**src/rtl/ps2_ascii_decoder_if.sv**
```systemverilog
// Key-event input and buffered ASCII output bundle for ps2_ascii_decoder.
// master = decoder side, slave = key source / byte consumer side.
interface ps2_ascii_decoder_if #(
    parameter int unsigned FIFO_AW = 3
);
    logic [10:0]      ps2_key;
    logic [7:0]       ascii_byte;
    logic             ascii_valid;
    logic             ascii_ready;
    logic             overflow;
    logic [FIFO_AW:0] fifo_count;

    modport master (
        input  ps2_key,
        input  ascii_ready,
        output ascii_byte,
        output ascii_valid,
        output overflow,
        output fifo_count
    );

    modport slave (
        output ps2_key,
        output ascii_ready,
        input  ascii_byte,
        input  ascii_valid,
        input  overflow,
        input  fifo_count
    );
endinterface

```
**src/rtl/ps2_ascii_decoder.sv**
```systemverilog
// Set-2 ps2_key event stream to ASCII bytes, buffered in a FWFT FIFO.
// Define PS2_ASCII_KEYPAD_EN to also translate numeric keypad keys.
module ps2_ascii_decoder #(
    parameter int unsigned FIFO_AW = 3
) (
    input  logic               clk,
    input  logic               reset,
    ps2_ascii_decoder_if.master bus
);
    localparam int unsigned          DEPTH    = 1 << FIFO_AW;
    localparam logic [FIFO_AW:0]     CNT_FULL = (FIFO_AW + 1)'(DEPTH);
    localparam logic [FIFO_AW:0]     CNT_ONE  = (FIFO_AW + 1)'(1);
    localparam logic [FIFO_AW-1:0]   PTR_ONE  = FIFO_AW'(1);

    logic       key_tog;
    logic       key_make;
    logic       key_ext;
    logic [7:0] key_code;

    logic tog_q, primed_q;
    logic lshift_q, lshift_d;
    logic rshift_q, rshift_d;
    logic caps_q, caps_d;
    logic [7:0] code_q;
    logic       code_v_q, code_v_d;

    logic [7:0]         mem_q [DEPTH];
    logic [FIFO_AW-1:0] wr_ptr_q, wr_ptr_d;
    logic [FIFO_AW-1:0] rd_ptr_q, rd_ptr_d;
    logic [FIFO_AW:0]   count_q, count_d;
    logic               overflow_q, overflow_d;

    logic       evt;
    logic       shift;
    logic       letter_v;
    logic [7:0] letter_lc;
    logic       lut_v;
    logic [7:0] lut_char;
    logic       empty, full, pop, push_ok, drop;

    assign key_tog  = bus.ps2_key[10];
    assign key_make = bus.ps2_key[9];
    assign key_ext  = bus.ps2_key[8];
    assign key_code = bus.ps2_key[7:0];

    // The first edge after reset only captures the toggle bit.
    assign evt   = primed_q & (key_tog ^ tog_q);
    assign shift = lshift_q | rshift_q;

    always_comb begin
        letter_v  = 1'b1;
        letter_lc = 8'h00;
        case (key_code)
            8'h1C: letter_lc = "a";
            8'h32: letter_lc = "b";
            8'h21: letter_lc = "c";
            8'h23: letter_lc = "d";
            8'h24: letter_lc = "e";
            8'h2B: letter_lc = "f";
            8'h34: letter_lc = "g";
            8'h33: letter_lc = "h";
            8'h43: letter_lc = "i";
            8'h3B: letter_lc = "j";
            8'h42: letter_lc = "k";
            8'h4B: letter_lc = "l";
            8'h3A: letter_lc = "m";
            8'h31: letter_lc = "n";
            8'h44: letter_lc = "o";
            8'h4D: letter_lc = "p";
            8'h15: letter_lc = "q";
            8'h2D: letter_lc = "r";
            8'h1B: letter_lc = "s";
            8'h2C: letter_lc = "t";
            8'h3C: letter_lc = "u";
            8'h2A: letter_lc = "v";
            8'h1D: letter_lc = "w";
            8'h22: letter_lc = "x";
            8'h35: letter_lc = "y";
            8'h1A: letter_lc = "z";
            default: letter_v = 1'b0;
        endcase
    end

    always_comb begin
        lut_v    = 1'b0;
        lut_char = 8'h00;
        if (!key_ext) begin
            if (letter_v) begin
                lut_v    = 1'b1;
                lut_char = (shift ^ caps_q) ? (letter_lc - 8'h20) : letter_lc;
            end else begin
                lut_v = 1'b1;
                case (key_code)
                    8'h16: lut_char = shift ? "!" : "1";
                    8'h1E: lut_char = shift ? "@" : "2";
                    8'h26: lut_char = shift ? "#" : "3";
                    8'h25: lut_char = shift ? "$" : "4";
                    8'h2E: lut_char = shift ? 8'h25 : "5";
                    8'h36: lut_char = shift ? "^" : "6";
                    8'h3D: lut_char = shift ? "&" : "7";
                    8'h3E: lut_char = shift ? "*" : "8";
                    8'h46: lut_char = shift ? "(" : "9";
                    8'h45: lut_char = shift ? ")" : "0";
                    8'h41: lut_char = shift ? "<" : ",";
                    8'h49: lut_char = shift ? ">" : ".";
                    8'h4A: lut_char = shift ? "?" : "/";
                    8'h4C: lut_char = shift ? ":" : ";";
                    8'h52: lut_char = shift ? 8'h22 : 8'h27;
                    8'h4E: lut_char = shift ? "_" : "-";
                    8'h55: lut_char = shift ? "+" : "=";
                    8'h29: lut_char = 8'h20;
                    8'h5A: lut_char = 8'h0D;
                    8'h66: lut_char = 8'h08;
`ifdef PS2_ASCII_KEYPAD_EN
                    8'h70: lut_char = "0";
                    8'h69: lut_char = "1";
                    8'h72: lut_char = "2";
                    8'h7A: lut_char = "3";
                    8'h6B: lut_char = "4";
                    8'h73: lut_char = "5";
                    8'h74: lut_char = "6";
                    8'h6C: lut_char = "7";
                    8'h75: lut_char = "8";
                    8'h7D: lut_char = "9";
                    8'h71: lut_char = ".";
                    8'h79: lut_char = "+";
                    8'h7B: lut_char = "-";
                    8'h7C: lut_char = "*";
`endif
                    default: lut_v = 1'b0;
                endcase
            end
        end
`ifdef PS2_ASCII_KEYPAD_EN
        else begin
            lut_v = 1'b1;
            case (key_code)
                8'h4A:   lut_char = "/";
                8'h5A:   lut_char = 8'h0D;
                default: lut_v = 1'b0;
            endcase
        end
`endif
    end

    always_comb begin
        lshift_d = lshift_q;
        rshift_d = rshift_q;
        caps_d   = caps_q;
        if (evt && !key_ext) begin
            if (key_code == 8'h12) lshift_d = key_make;
            if (key_code == 8'h59) rshift_d = key_make;
            if (key_code == 8'h58 && key_make) caps_d = ~caps_q;
        end
        code_v_d = evt & key_make & lut_v;
    end

    assign empty = (count_q == '0);
    assign full  = (count_q == CNT_FULL);
    assign pop   = ~empty & bus.ascii_ready;
    // A full FIFO still accepts a write when the head leaves on the same edge.
    assign push_ok = code_v_q & (~full | pop);
    assign drop    = code_v_q & full & ~pop;

    always_comb begin
        wr_ptr_d   = wr_ptr_q;
        rd_ptr_d   = rd_ptr_q;
        count_d    = count_q;
        overflow_d = overflow_q | drop;
        if (push_ok) wr_ptr_d = wr_ptr_q + PTR_ONE;
        if (pop)     rd_ptr_d = rd_ptr_q + PTR_ONE;
        case ({push_ok, pop})
            2'b10:   count_d = count_q + CNT_ONE;
            2'b01:   count_d = count_q - CNT_ONE;
            default: count_d = count_q;
        endcase
    end

    always_ff @(posedge clk or posedge reset) begin
        if (reset) begin
            tog_q      <= 1'b0;
            primed_q   <= 1'b0;
            lshift_q   <= 1'b0;
            rshift_q   <= 1'b0;
            caps_q     <= 1'b0;
            code_q     <= '0;
            code_v_q   <= 1'b0;
            wr_ptr_q   <= '0;
            rd_ptr_q   <= '0;
            count_q    <= '0;
            overflow_q <= 1'b0;
        end else begin
            tog_q      <= key_tog;
            primed_q   <= 1'b1;
            lshift_q   <= lshift_d;
            rshift_q   <= rshift_d;
            caps_q     <= caps_d;
            code_q     <= lut_char;
            code_v_q   <= code_v_d;
            wr_ptr_q   <= wr_ptr_d;
            rd_ptr_q   <= rd_ptr_d;
            count_q    <= count_d;
            overflow_q <= overflow_d;
        end
    end

    always_ff @(posedge clk) begin
        if (push_ok) mem_q[wr_ptr_q] <= code_q;
    end

    assign bus.ascii_valid = ~empty;
    assign bus.ascii_byte  = empty ? 8'h00 : mem_q[rd_ptr_q];
    assign bus.overflow    = overflow_q;
    assign bus.fifo_count  = count_q;
endmodule

```
**src/flat_wrapper.sv**
```systemverilog
// flat-port wrapper written by rule: the top's interface ports become plain ports
module ps2_ascii_decoder_flat 
#(
    parameter int unsigned FIFO_AW = 3
)
  (clk, reset, bus_ps2_key, bus_ascii_ready, bus_ascii_byte, bus_ascii_valid, bus_overflow, bus_fifo_count);
  ps2_ascii_decoder_if #(.FIFO_AW(FIFO_AW)) bus_i ();
  input  logic clk;
  input  logic reset;
  input wire logic [$bits(bus_i.ps2_key)-1:0] bus_ps2_key;
  input wire logic [$bits(bus_i.ascii_ready)-1:0] bus_ascii_ready;
  output wire logic [$bits(bus_i.ascii_byte)-1:0] bus_ascii_byte;
  output wire logic [$bits(bus_i.ascii_valid)-1:0] bus_ascii_valid;
  output wire logic [$bits(bus_i.overflow)-1:0] bus_overflow;
  output wire logic [$bits(bus_i.fifo_count)-1:0] bus_fifo_count;
  assign bus_i.ps2_key = bus_ps2_key;
  assign bus_i.ascii_ready = bus_ascii_ready;
  assign bus_ascii_byte = bus_i.ascii_byte;
  assign bus_ascii_valid = bus_i.ascii_valid;
  assign bus_overflow = bus_i.overflow;
  assign bus_fifo_count = bus_i.fifo_count;
  ps2_ascii_decoder #(.FIFO_AW(FIFO_AW)) u_core (.clk(clk), .reset(reset), .bus(bus_i));
endmodule
```
**config.mk**
```make
export PLATFORM = sky130hd
export DESIGN_NAME = ps2_ascii_decoder_flat
export DESIGN_NICKNAME = d
export VERILOG_FILES = /design/src/rtl/ps2_ascii_decoder_if.sv /design/src/rtl/ps2_ascii_decoder.sv /design/src/flat_wrapper.sv
export SDC_FILE = /design/constraint.sdc
export NUM_CORES = 1
export LEC_CHECK = 0
export CAP_MARGIN = 20
export CELL_PAD_IN_SITES_DETAIL_PLACEMENT = 1
export CELL_PAD_IN_SITES_GLOBAL_PLACEMENT = 1
export CORE_ASPECT_RATIO = 1.2
export CORE_MARGIN = 10
export CORE_UTILIZATION = 53
export CTS_CLUSTER_DIAMETER = 60
export CTS_CLUSTER_SIZE = 40
export DETAILED_ROUTE_END_ITERATION = 8
export PLACE_DENSITY = 0.95
export SETUP_SLACK_MARGIN = 0.5
export SKIP_LAST_GASP = 1
export SYNTH_ARGS = -nofsm -noshare
export SYNTH_HDL_FRONTEND = slang
export SYNTH_SLANG_ARGS = --single-unit
```
**constraint.sdc**
```tcl
create_clock -name clk -period 4.9 [get_ports clk]
set_input_delay 0.98 -clock clk [delete_from_list [all_inputs] [get_ports clk]]
set_output_delay 0.98 -clock clk [all_outputs]
set_load 0.02 [all_outputs]
```
# [Word-level counts from Yosys, hierarchy flattened]
# Memories as Yosys holds them, arrays and structs flattened.
# Index checks and enable logic that the tools add are counted.
[word_totals] ramBits=64 elab_cells=125 inputBits=14 register_bits=25 mem_count=1 out_inout_bits=14
[memory_table] memory="u_core.mem_q" depth=8 word_bits=8 read_ports=1 rd_ports_with_merged_regs=0 write_ports=1 line="ps2_ascii_decoder.sv:27" text="logic [7:0] mem_q [DEPTH];"
[classes] n_reduce_logical=10 eq_ne=52 n_mux=30 n_addsub=5 bitwise_logic=16
[ops] operator="$eq 8x6->1 const B" n=23
[ops] operator="$pmux 7 s26" n=1
[ops] operator="$pmux 8 s20" n=1
[ops] operator="$eq 8x7->1 const B" n=18
[ops] operator="$eq 8x5->1 const B" n=8
[ops] operator="$mux 5" n=12
[ops] operator="$mux 8" n=4
[ops] operator="$reduce_or 26->1" n=1
[ops] operator="$mux 7" n=3
[ops] operator="$reduce_or 20->1" n=1
[ops] operator="$pmux 4 s2" n=1
[ops] operator="$sub 7x6->8 const B" n=1
[ops] operator="$and 1x1->1" n=7
[ops] operator="$mux 1" n=7
[ops] operator="$add 3x1->3 const B" n=2
[ops] operator="$reduce_and 2->1" n=3
[ops] operator="$add 4x1->4 const B" n=1
[ops] operator="$eq 4x4->1 const B" n=1
[ops] operator="$logic_not 4->1" n=1
[ops] operator="$not 1->1" n=4
[ops] operator="$sub 4x1->4 const B" n=1
[ops] operator="$mux 3" n=1
[ops] operator="$or 1x1->1" n=3
[ops] operator="$eq 2x1->1 const B" n=1
[ops] operator="other kinds (5)" n=7

# [Longest topological paths before layout]
# Gate-level depths: netlist of the first run.
[logic_depth] ltp_word=7 mapped_depth=12

# [Least setup slack after synthesis of the first run]
# Ideal clock, no wire load.
[synth_timing] kind="reg-to-reg" from="register u_core.count_q[1] (netlist: u_core.bus.fifo_count[1])" to="register u_core.count_q[2] (netlist: u_core.bus.fifo_count[2])" stages_incl_launch_ff=11 t_arrival_ps=2506 setup_time_ps=137 synth_period_minus_slack_ps=2643 required_ps=4763 setup_slack_ps=2257 cell_sequence="dfrtp_1 > clkbuf_1 > nor4_2 > nor2b_1 > ha_1 > xor2_1 > ha_1 > a21oi_1 > xor2_1 > nor2_1 > xor2_1"
[synth_via] elab_chain_len=7 elab_cells_between_ends=13 cone_classes="add/sub: 2; eq/ne: 3; mux: 1; bitwise: 5; reduce/logical: 2"
[synth_lines] element="from (decl)" line="ps2_ascii_decoder.sv:30" text="logic [FIFO_AW:0] count_q, count_d;"
[synth_lines] element="from (signal assigned)" line="ps2_ascii_decoder.sv:202" text="count_q <= count_d;"
[synth_lines] element="$logic_not 4->1 *" line="ps2_ascii_decoder.sv:158" text="assign empty = (count_q == '0);"
[synth_lines] element="$not 1->1 *" line="ps2_ascii_decoder.sv:160" text="assign pop = ~empty & bus.ascii_ready;"
[synth_lines] element="$and 1x1->1 *" line="ps2_ascii_decoder.sv:160"
[synth_lines] element="named net u_core.pop" line="ps2_ascii_decoder.sv:39" text="logic empty, full, pop, push_ok, drop;"
[synth_lines] element="$or 1x1->1" line="ps2_ascii_decoder.sv:162" text="assign push_ok = code_v_q & (~full | pop);"
[synth_lines] element="$and 1x1->1" line="ps2_ascii_decoder.sv:162"
[synth_lines] element="$eq 2x1->1 / $eq 2x2->1 (equally long branches)" line="ps2_ascii_decoder.sv:172" text="case ({push_ok, pop})"
[synth_lines] element="$pmux 4 s2 / $reduce_bool 2->1 (equally long branches)"
# The timed path passes the listed nets; every way through them passes the cells marked *.
# A chain may end at the register's enable or synchronous reset.

# [Final worst setup path of the first run]
[layout_timing] from="input port bus_ps2_key[4]" to="register u_core.code_v_q"
[layout_via] elab_chain_len=6 elab_cells_between_ends=53 cone_classes="eq/ne: 46; mux: 4; bitwise: 1; reduce/logical: 2"
[layout_lines] element="from (decl)" line="flat_wrapper.sv:10" text="input wire logic [$bits(bus_i.ps2_key)-1:0] bus_ps2_key;"
[layout_lines] element="$eq 8x5->1 (tied with other cells)" line="ps2_ascii_decoder.sv:53" text="case (key_code)"
[layout_lines] element="$reduce_or 26->1 (no source line) / $reduce_or 20->1 (equally long branches)"
[layout_lines] element="$mux 1 (on tied branches)" line="ps2_ascii_decoder.sv:53, ps2_ascii_decoder.sv:93"
[layout_lines] element="$mux 1 *" line="ps2_ascii_decoder.sv:88" text="if (letter_v) begin"
[layout_lines] element="$mux 1 *" line="ps2_ascii_decoder.sv:87" text="if (!key_ext) begin"
[layout_lines] element="$and 1x1->1 *" line="ps2_ascii_decoder.sv:155" text="code_v_d = evt & key_make & lut_v;"
[layout_lines] element="named net u_core.code_v_d" line="ps2_ascii_decoder.sv:25" text="logic code_v_q, code_v_d;"
[layout_lines] element="to (signal assigned)" line="ps2_ascii_decoder.sv:199" text="code_v_q <= code_v_d;"
[layout_lines] element="to (decl)" line="ps2_ascii_decoder.sv:25"
# Marks and branches as above.

==> run summary, run 1 <==
The worst max-slew margin expressed relative to the limit came out at between 20% and 30%. The tool flagged a number of max-cap violations equal to 0. The total power is between 2 and 2.5 mW. The area growth from synthesis to final layout is 10.8%. On the critical path, the stage with the largest delay is an instance of clkdlybuf4s50_1.

The summed instance area of the synthesized netlist is approximately 0.0047 sq mm. Grouping stages by cell kind, the critical path spends the most delay in compound AO/OA/AOI/OAI gates. The final-report max-slew violation count was 0. The type of the most critical hold path is reg2reg. The worst setup path is of the in2reg kind. The CTS H-tree depth came out at 3. The total of buffers placed on input and output ports came out at 27. The violation count after the first detailed-routing iteration came out at 236. Once the floorplan was initialized, standard cells occupied 54.5% of the core. The chip height came out at ~120 microns. The cell area after layout is roughly 0.0052 sq mm. The post-route core utilization came out at approximately 60%. The routed via count is around 3400. The via count of the first global-routing pass is roughly 3600. The worst setup skew after layout is 0.0111 ns. The number of top-level pins is 28. The instance count along the most critical hold path came out at 1.

The number of iterations in the first detailed-routing pass is 4. Dividing the synthesized area by the synthesized cell count gives between 10 and 15 sq um. The endpoint identified for the worst register-to-register timing path is u_core.bus.fifo_count[2]$_DFFE_PP0P_.

The non-filler instance count after layout is between 500 and 600. The floorplan core area is just under 0.009 sq mm. The combined global-route utilization of all metal layers is 20.2%. The net switching power figure is about 0.71 mW. The critical path endpoint category is a flip-flop. The sum of overflow across all layers after global routing came out at 0.

The clock latency on the worst-skew pair is ~0.36 ns. The number of hold-repair buffers added at the cts stage is 0. Along the worst path, the maximum fanout reaches 27.

The most used flip-flop cell after synthesis is edfxtp_1. After layout, the worst path uses 73.0% of the clock period. The pre-CTS worst setup slack came out at between 1 and 1.5 ns. The depth of the worst register-to-register path came out at 11. The portion of total power attributed to combinational logic came out at between 30% and 40%. Measured along the x axis, the die boundary spans between 100 and 150 microns. The number of endpoints with negative hold slack in the final report is 0.

The initial antenna violation count came out at 0. The maximum ir drop on the vdd rail came out at 0.000213 V. Routability-driven placement finished with a final weighted congestion of about 1.

The worst setup path is launched from a primary input. The highest cell delay on the worst timing path is 0.90 ns. The clock period minus final worst setup slack came out at ~3.6 ns.

The initialized floorplan defines 37 standard-cell rows. The signal on the critical path passes through clkdlybuf4s50_1, nor4b_2, buf_4, a32o_1, a31oi_1, nand4_2, a211oi_2, a41oi_1. The share of post-route cells with drive strength above 1 is 14.4%. The number of instances in the placed design is 510. The routed length per placed instance came out at between 20 and 25 microns.

The flow ran to the end, and the final reports show no timing, DRC or antenna violations. The count of cell types in the netlist is 68. The cell area power density came out at around 410 mW/mm^2. The die area is 0.0131 sq mm.

The number of clock buffers added by TritonCTS is 9. The worst endpoint data arrival time is around 3.8 ns. Sequential cells account for 45.1% of the total power.

The number of nets in the synthesized netlist is approximately 410. In this run the clock root is driven by a clkbuf_8. The post-layout net count came out at roughly 430. After clock tree synthesis, the clock-pin slew on the worst setup and hold paths is approximately 0.08 ns. The reg-to-reg setup timing slack came out at approximately 2.3 ns. The global-route wire length before repair is between 20000 and 25000 microns. The leakage power of the design is about 1.8 nW. The gate count after technology mapping came out at slightly below 400.

The clock power share came out at roughly a fifth. Detailed placement ended at an HPWL of 9160 microns. The hold slack is between 0.4 and 0.5 ns. The sequential fraction of the synthesis area is 54.0%. Dividing the detail-routed via count by the number of cells gives 6.44.

The sum of negative setup slack is 0 ns. The proportion of total power due to net switching is between 30% and 40%. The maximum number of pins on one net before global-route repair came out at 28. The worst hold path terminates at u_core.bus.overflow$_DFF_PP0_. The final setup violation count is 0. The sink count of the clock tree is 89. The proportion of register bits with asynchronous set or reset after synthesis is between 20% and 30%.

The maximum buffer depth of the clock tree is 2. The number of antenna diodes is 0. Setup slack on the critical path of the routed design comes to about 1.3 ns. The worst hold path startpoint is u_core.bus.overflow$_DFF_PP0_. TritonCTS built the clock tree. The maximum frequency from static timing analysis came out at roughly 280 MHz.

The remaining antenna violation count after routing is 0. STA puts the critical path data required time at 5.10 ns. The number of setup buffers added after CTS is 0. In this run the critical register-to-register path is launched from u_core.bus.fifo_count[2]$_DFFE_PP0P_.

The placed instances occupy a cell area of between 0.005 and 0.006 sq mm. The slew of the pin with the lowest slew margin came out at 1.08 ns. The internal power consumption came out at ~1.4 mW. The number of cells upsized or downsized after cts is 0. In this run, synthesis produced a sequential element count of 89. The number of enable flip-flop cells after synthesis came out at between 60 and 70. Setup repair after global routing left no endpoint under its margin. The remaining design rule violation count is 0.

The number of buffers and inverters on the critical path came out at 2. For this run, the number of Yosys warnings is 0. The total detailed-routing wirelength came out at around 13000 microns.
==> how the worst max path moves through the flow <==
stage,to,slack [ns],cells past startpoint,from
after floorplan,u_core.bus.fifo_count[2]$_DFFE_PP0P_,2.26,10,u_core.bus.fifo_count[1]$_DFFE_PP0P_
after global placement,u_core.code_v_q$_DFF_PP0_,1.17,8,bus_ps2_key[4]
after detailed placement,u_core.code_v_q$_DFF_PP0_,1.01,8,bus_ps2_key[4]
after CTS,bus_ascii_byte[0],1.26,3,u_core.bus.fifo_count[2]$_DFFE_PP0P_
after global routing,u_core.code_v_q$_DFF_PP0_,1.16,8,bus_ps2_key[4]
final,u_core.code_v_q$_DFF_PP0_,1.32,8,bus_ps2_key[4]
==> power groups by stage <==
| stage | Clock (mW) | Combinational (mW) | Sequential [mW] |
|---|---|---|---|
| floorplan | 0 | 0.522 | 0.924 |
| global placement | 0 | 0.721 | 0.962 |
| detailed placement | 0 | 0.752 | 0.970 |
| CTS | 0.422 | 0.762 | 0.961 |
| global route | 0.447 | 0.825 | 0.971 |
| finish | 0.412 | 0.759 | 0.961 |
==> worst register-to-register path, delay by kind of cell, from the launching register on <==
family | cells | cell delay, ns
AOI/OAI and AO/OA | 1 | 0.19
DFF | 1 | 0.50
buffers and inverters | 1 | 0.15
xor gates and xnor gates | 3 | 0.50
and+or+nand+nor | 4 | 0.67
adders and majority gates | 2 | 0.48
==> placed cells by master, fill, tap and decap left out, drive strengths merged, types with 3 or more instances in the layout <==
| master | n |
|---|---|
| xor2 | 6 |
| nor3b | 5 |
| mux2 | 4 |
| a311oi | 4 |
| nand3b | 4 |
| nand4 | 5 |
| inv | 9 |
| dfrtp | 25 |
| a211oi | 4 |
| nand2 | 25 |
| buf | 12 |
| nor2b | 9 |
| ha | 5 |
| o32ai | 3 |
| clkdlybuf4s50 | 27 |
| clkbuf | 12 |
| nor2 | 39 |
| nand2b | 9 |
| xnor2 | 7 |
| nor4 | 3 |
| mux4 | 16 |
| o211ai | 4 |
| o21ai | 12 |
| nor3 | 8 |
| edfxtp | 64 |
| a21oi | 14 |
| nand3 | 12 |
| o22ai | 3 |
| o31ai | 3 |
| a31oi | 9 |
| clkinv | 3 |
| mux2i | 10 |
| nor4b | 4 |
==> synth_stat cells (all sizes together) (4+ instances only) <==
cell     n  area, sq um
a211oi   4         40.0
a21oi   14         70.1
a311oi   4         47.6
a31oi    9         56.3
buf     26          154
clkbuf   5         18.8
dfrtp   25          626
edfxtp  64         1920
ha       5         62.6
inv      9         33.8
mux2     4         45.0
mux2i   10          100
mux4    16          360
nand2   25         93.8
nand2b   9         56.3
nand3   12         60.1
nand3b   4         30.0
nand4    5         37.5
nor2    39          146
nor2b    9         58.8
nor3     8         45.0
nor3b    5         42.5
nor4b    4         53.8
o211ai   4         30.0
o21ai   12         60.1
xnor2    7         61.3
xor2     6         52.6
==> per-layer routing <==
| metal | part of all wire (%) | vias to the layer above | global-route usage, % |
|---|---|---|---|
| met4 | 4.6 | 0 | 14.0 |
| met1 | 38 | 1668 | 22.5 |
| met3 | 5.0 | 42 | 2.34 |
| li1 | - | 1510 | - |
| met5 | 0 | - | 0 |
| met2 | 52 | 179 | 35.7 |
==> cell families after synthesis <==
group	Yosys count	share of synthesized area, %
buffers and inverters	40	4.37
multiplexers	30	10.7
AND/OR/NAND/NOR	130	14.9
adder cells (fa/ha/maj)	5	1.33
other	2	0.159
XOR/XNOR	13	2.41
AO/OA/AOI/OAI	78	12.1
flip-flops	89	54.0
==> area by class of cell <==
| class | count | area [sq um] |
|---|---|---|
| Timing Repair Buffer | 39 | 380 |
| Fill cell | 902 | 3430 |
| Inverter | 9 | 33.8 |
| Clock buffer | 12 | 135 |
| Clock inverter | 4 | 21.3 |
| Sequential cell | 89 | 2550 |
| Tap cell | 117 | 146 |
| Multi-Input combinational cell | 258 | 1970 |
==> registers in the layout, summed over array words and instances, names as in the netlist <==
signal and cells:
u_core.primed_q 1, u_core.bus.fifo_count 4, u_core.tog_q 1, u_core.bus.overflow 1, u_core.rshift_q 1, u_core.code_v_q 1
u_core.lshift_q 1, u_core.caps_q 1, u_core.rd_ptr_q 3, u_core.code_q 8, u_core.wr_ptr_q 3, u_core.mem_q 64
(Power assumes the default switching activity.)
==> run 2: changes to the inputs <==
--- a/config.mk
+++ b/config.mk
@@ -10,11 +10,11 @@
 export CELL_PAD_IN_SITES_GLOBAL_PLACEMENT = 1
 export CORE_ASPECT_RATIO = 1.2
 export CORE_MARGIN = 10
-export CORE_UTILIZATION = 53
+export CORE_UTILIZATION = 49
 export CTS_CLUSTER_DIAMETER = 60
 export CTS_CLUSTER_SIZE = 40
 export DETAILED_ROUTE_END_ITERATION = 8
-export PLACE_DENSITY = 0.95
+export PLACE_DENSITY = 0.89
 export SETUP_SLACK_MARGIN = 0.5
 export SKIP_LAST_GASP = 1
 export SYNTH_ARGS = -nofsm -noshare
==> constraint.sdc (replaced) <==
create_clock -name clk -period 3.5 [get_ports clk]
set_input_delay 0.7 -clock clk [delete_from_list [all_inputs] [get_ports clk]]
set_output_delay 0.7 -clock clk [all_outputs]
set_load 0.02 [all_outputs]
==> run summary, run 2 (synthesis results as in run 1) <==
The flow ran to the end, and the final reports show no timing, DRC or antenna violations. The number of antenna diodes is 0. The number of endpoints with negative hold slack in the final report came out at 0.

Max-cap violations in this run came to 0. The later pin in the worst-skew pair is clocked with a latency of about 0.35 ns. The path class of the tightest hold or removal check is reg2reg.

The largest register by flop count is u_core.mem_q. Leaving out fill and tap cells, the most frequent cells in the layout are edfxtp_1, nor2_1, buf_4, nand2_1, dfrtp_1. The worst-path cell with the longest stage delay is mux4_2.

The initial core utilization came out at between 40 and 50%. The number of top-level pins came out at 28. Of the cells placed in the final design, the portion with a size suffix greater than 1 is 19.4%. The initial antenna violation count is 0. The worst endpoint data arrival time is 2.19 ns. For this run, global-route usage on met2 was measured as between 30 and 40%. In this design, the stage delay of the slowest critical-path cell is 0.54 ns. The die area is roughly 0.014 sq mm. The leakage power of the design came out at 2.02 nW. The via count of the first global-routing pass is approximately 3700. The area growth from synthesis to final layout is 18.0%. The post-route core utilization is roughly three fifths. The floorplan core area came out at approximately 0.0095 sq mm. The routed via count is roughly 3400.

The congestion estimate from routability-driven global placement came to about 0.95. The sum of negative setup slack is 0 ns. The setup path with the least slack is of type reg2out. The total of buffers placed on input and output ports is 27.

The clock net in this run drives a total of 89 sinks. In the finished design, the share of the clock period the worst path needs comes to between 80% and 90%. The routed length per placed instance is ~26 microns. The worst max-slew margin expressed relative to the limit is 51.3%. The number of flip-flops in the largest register came out at 64. The endpoint required time on the critical path came out at ~2.8 ns. The worst setup path is captured at an output pin. The sum of overflow across all layers after global routing came out at 0. The slew of the pin with the lowest slew margin came out at about 0.73 ns. The peak fanout along the critical path came out at 18. Setup repair after global routing left no endpoint under its margin.

The root buffer cell is clkbuf_16. The total detailed-routing wirelength came out at approximately 14000 microns. The clock-pin slew on the worst setup and hold paths came out at 0.07 ns. On the final layout, the worst clock skew is around 0.015 ns.

The global-route wire length before repair came out at between 20000 and 25000 microns. The final-report max-slew violation count is 0. Entering global routing, the biggest net connects 34 pins. The layer flagged by global routing as most heavily used is met2. The remaining design rule violation count is 0. The total power came out at ~3.4 mW.

The final setup violation count is 0. The H-tree was split into 3 levels. The cell area power density came out at 616 mW/mm^2. The routed design could run at a clock period as short as around 2.9 ns. VDD sags by at most around 0.00027 V.

The combined global-route utilization of all metal layers came out at 21.5%. The first routing iteration left 180 violations. The fraction of met1 tracks used by global routing is around 23%. The maximum frequency from static timing analysis is between 300 and 400 MHz. The most common cell after layout, fill and taps aside is edfxtp_1. The count of standard-cell rows is 39.

The die width came out at around 110 microns. The number of hold-repair buffers added at the cts stage came out at 0. The chip height came out at approximately 130 microns. The number of iterations in the first detailed-routing pass is 5. The maximum buffer depth of the clock tree came out at 2. The post-layout net count is approximately 450. Walking the worst path, the cells encountered are buf_12, mux4_2, mux2i_1, nor2_1, dlygate4sd2_1. The met3 routing resource usage after global routing is under 10%. The hold slack came out at approximately 0.49 ns. The element type at the critical path start is a flip-flop. TritonCTS built the clock tree.

Clock tree synthesis inserted a total of 9 buffers. The half-perimeter wire length of the detailed placement result is approximately 10000 microns. Dividing the detail-routed via count by the number of cells gives 6.21. The remaining antenna violation count after routing is 0.
[run 2: final cells by class]
type,count,area [sq um]
clock buffers,10,229
clock inverters,6,76.3
fillers,953,3900
inverters,9,33.8
multi-input cells,258,1970
flip-flops and latches,89,2550
well taps,123,154
repair buffers,60,561
[run 2: through the flow]
stage          worst slack, ns  instance area (sq um)  cells
6_report                 0.615                   5570    555
5_1_grt                  0.546                   5570    555
4_1_cts                  0.514                   5540    554
3_5_place_dp             0.415                   5220    538
3_3_place_gp             0.502                   5220    538
2_1_floorplan            0.857                   4720    387
[run 2: what timing repair did]
action                                  4_1_cts  5_1_grt
endpoints found under the setup margin        8        2
setup buffers                                 0        0
gates resized for setup                      10        2
[run 2: where the power goes]
group / leakage (nW) / switching [mW] / internal [mW] / total, mW
clock network: 0.149 / 0.417 / 0.565 / 0.982
logic: 0.974 / 0.568 / 0.526 / 1.09
registers: 0.901 / 0.163 / 1.19 / 1.35
total: 2.02 / 1.15 / 2.28 / 3.43
[run 2: per-layer routing]
metal,share of wire (%),routed length (microns),vias to the layer above
li1,-,-,1552
met1,36,5150,1748
met2,55,7930,111
met3,4.4,626,36
met4,4.4,635,0
met5,0,0,-
[run 2: worst paths after layout]
kind	from	slack (ns)	cells after the start	end
setup reg to reg	u_core.bus.fifo_count[2]$_DFFE_PP0P_	0.76	11	u_core.bus.fifo_count[2]$_DFFE_PP0P_
min in group asynchronous	reset	0.63	2	u_core.tog_q$_DFF_PP0_
setup / recovery	u_core.rd_ptr_q[0]$_DFFE_PP0P_	0.61	5	bus_ascii_byte[5]
hold reg to reg	u_core.bus.overflow$_DFF_PP0_	0.49	1	u_core.bus.overflow$_DFF_PP0_
hold / removal	u_core.bus.overflow$_DFF_PP0_	0.49	1	u_core.bus.overflow$_DFF_PP0_
max in group asynchronous	reset	2.45	3	u_core.code_q[3]$_DFF_PP0_
[run 2: critical path: cells and delay by family (launching register included)]
kind                   cells  cell delay (ns)
buffers and inverters      2             0.54
AND/OR/NAND/NOR            1             0.09
multiplexers               2             0.79
flip-flops                 1             0.40
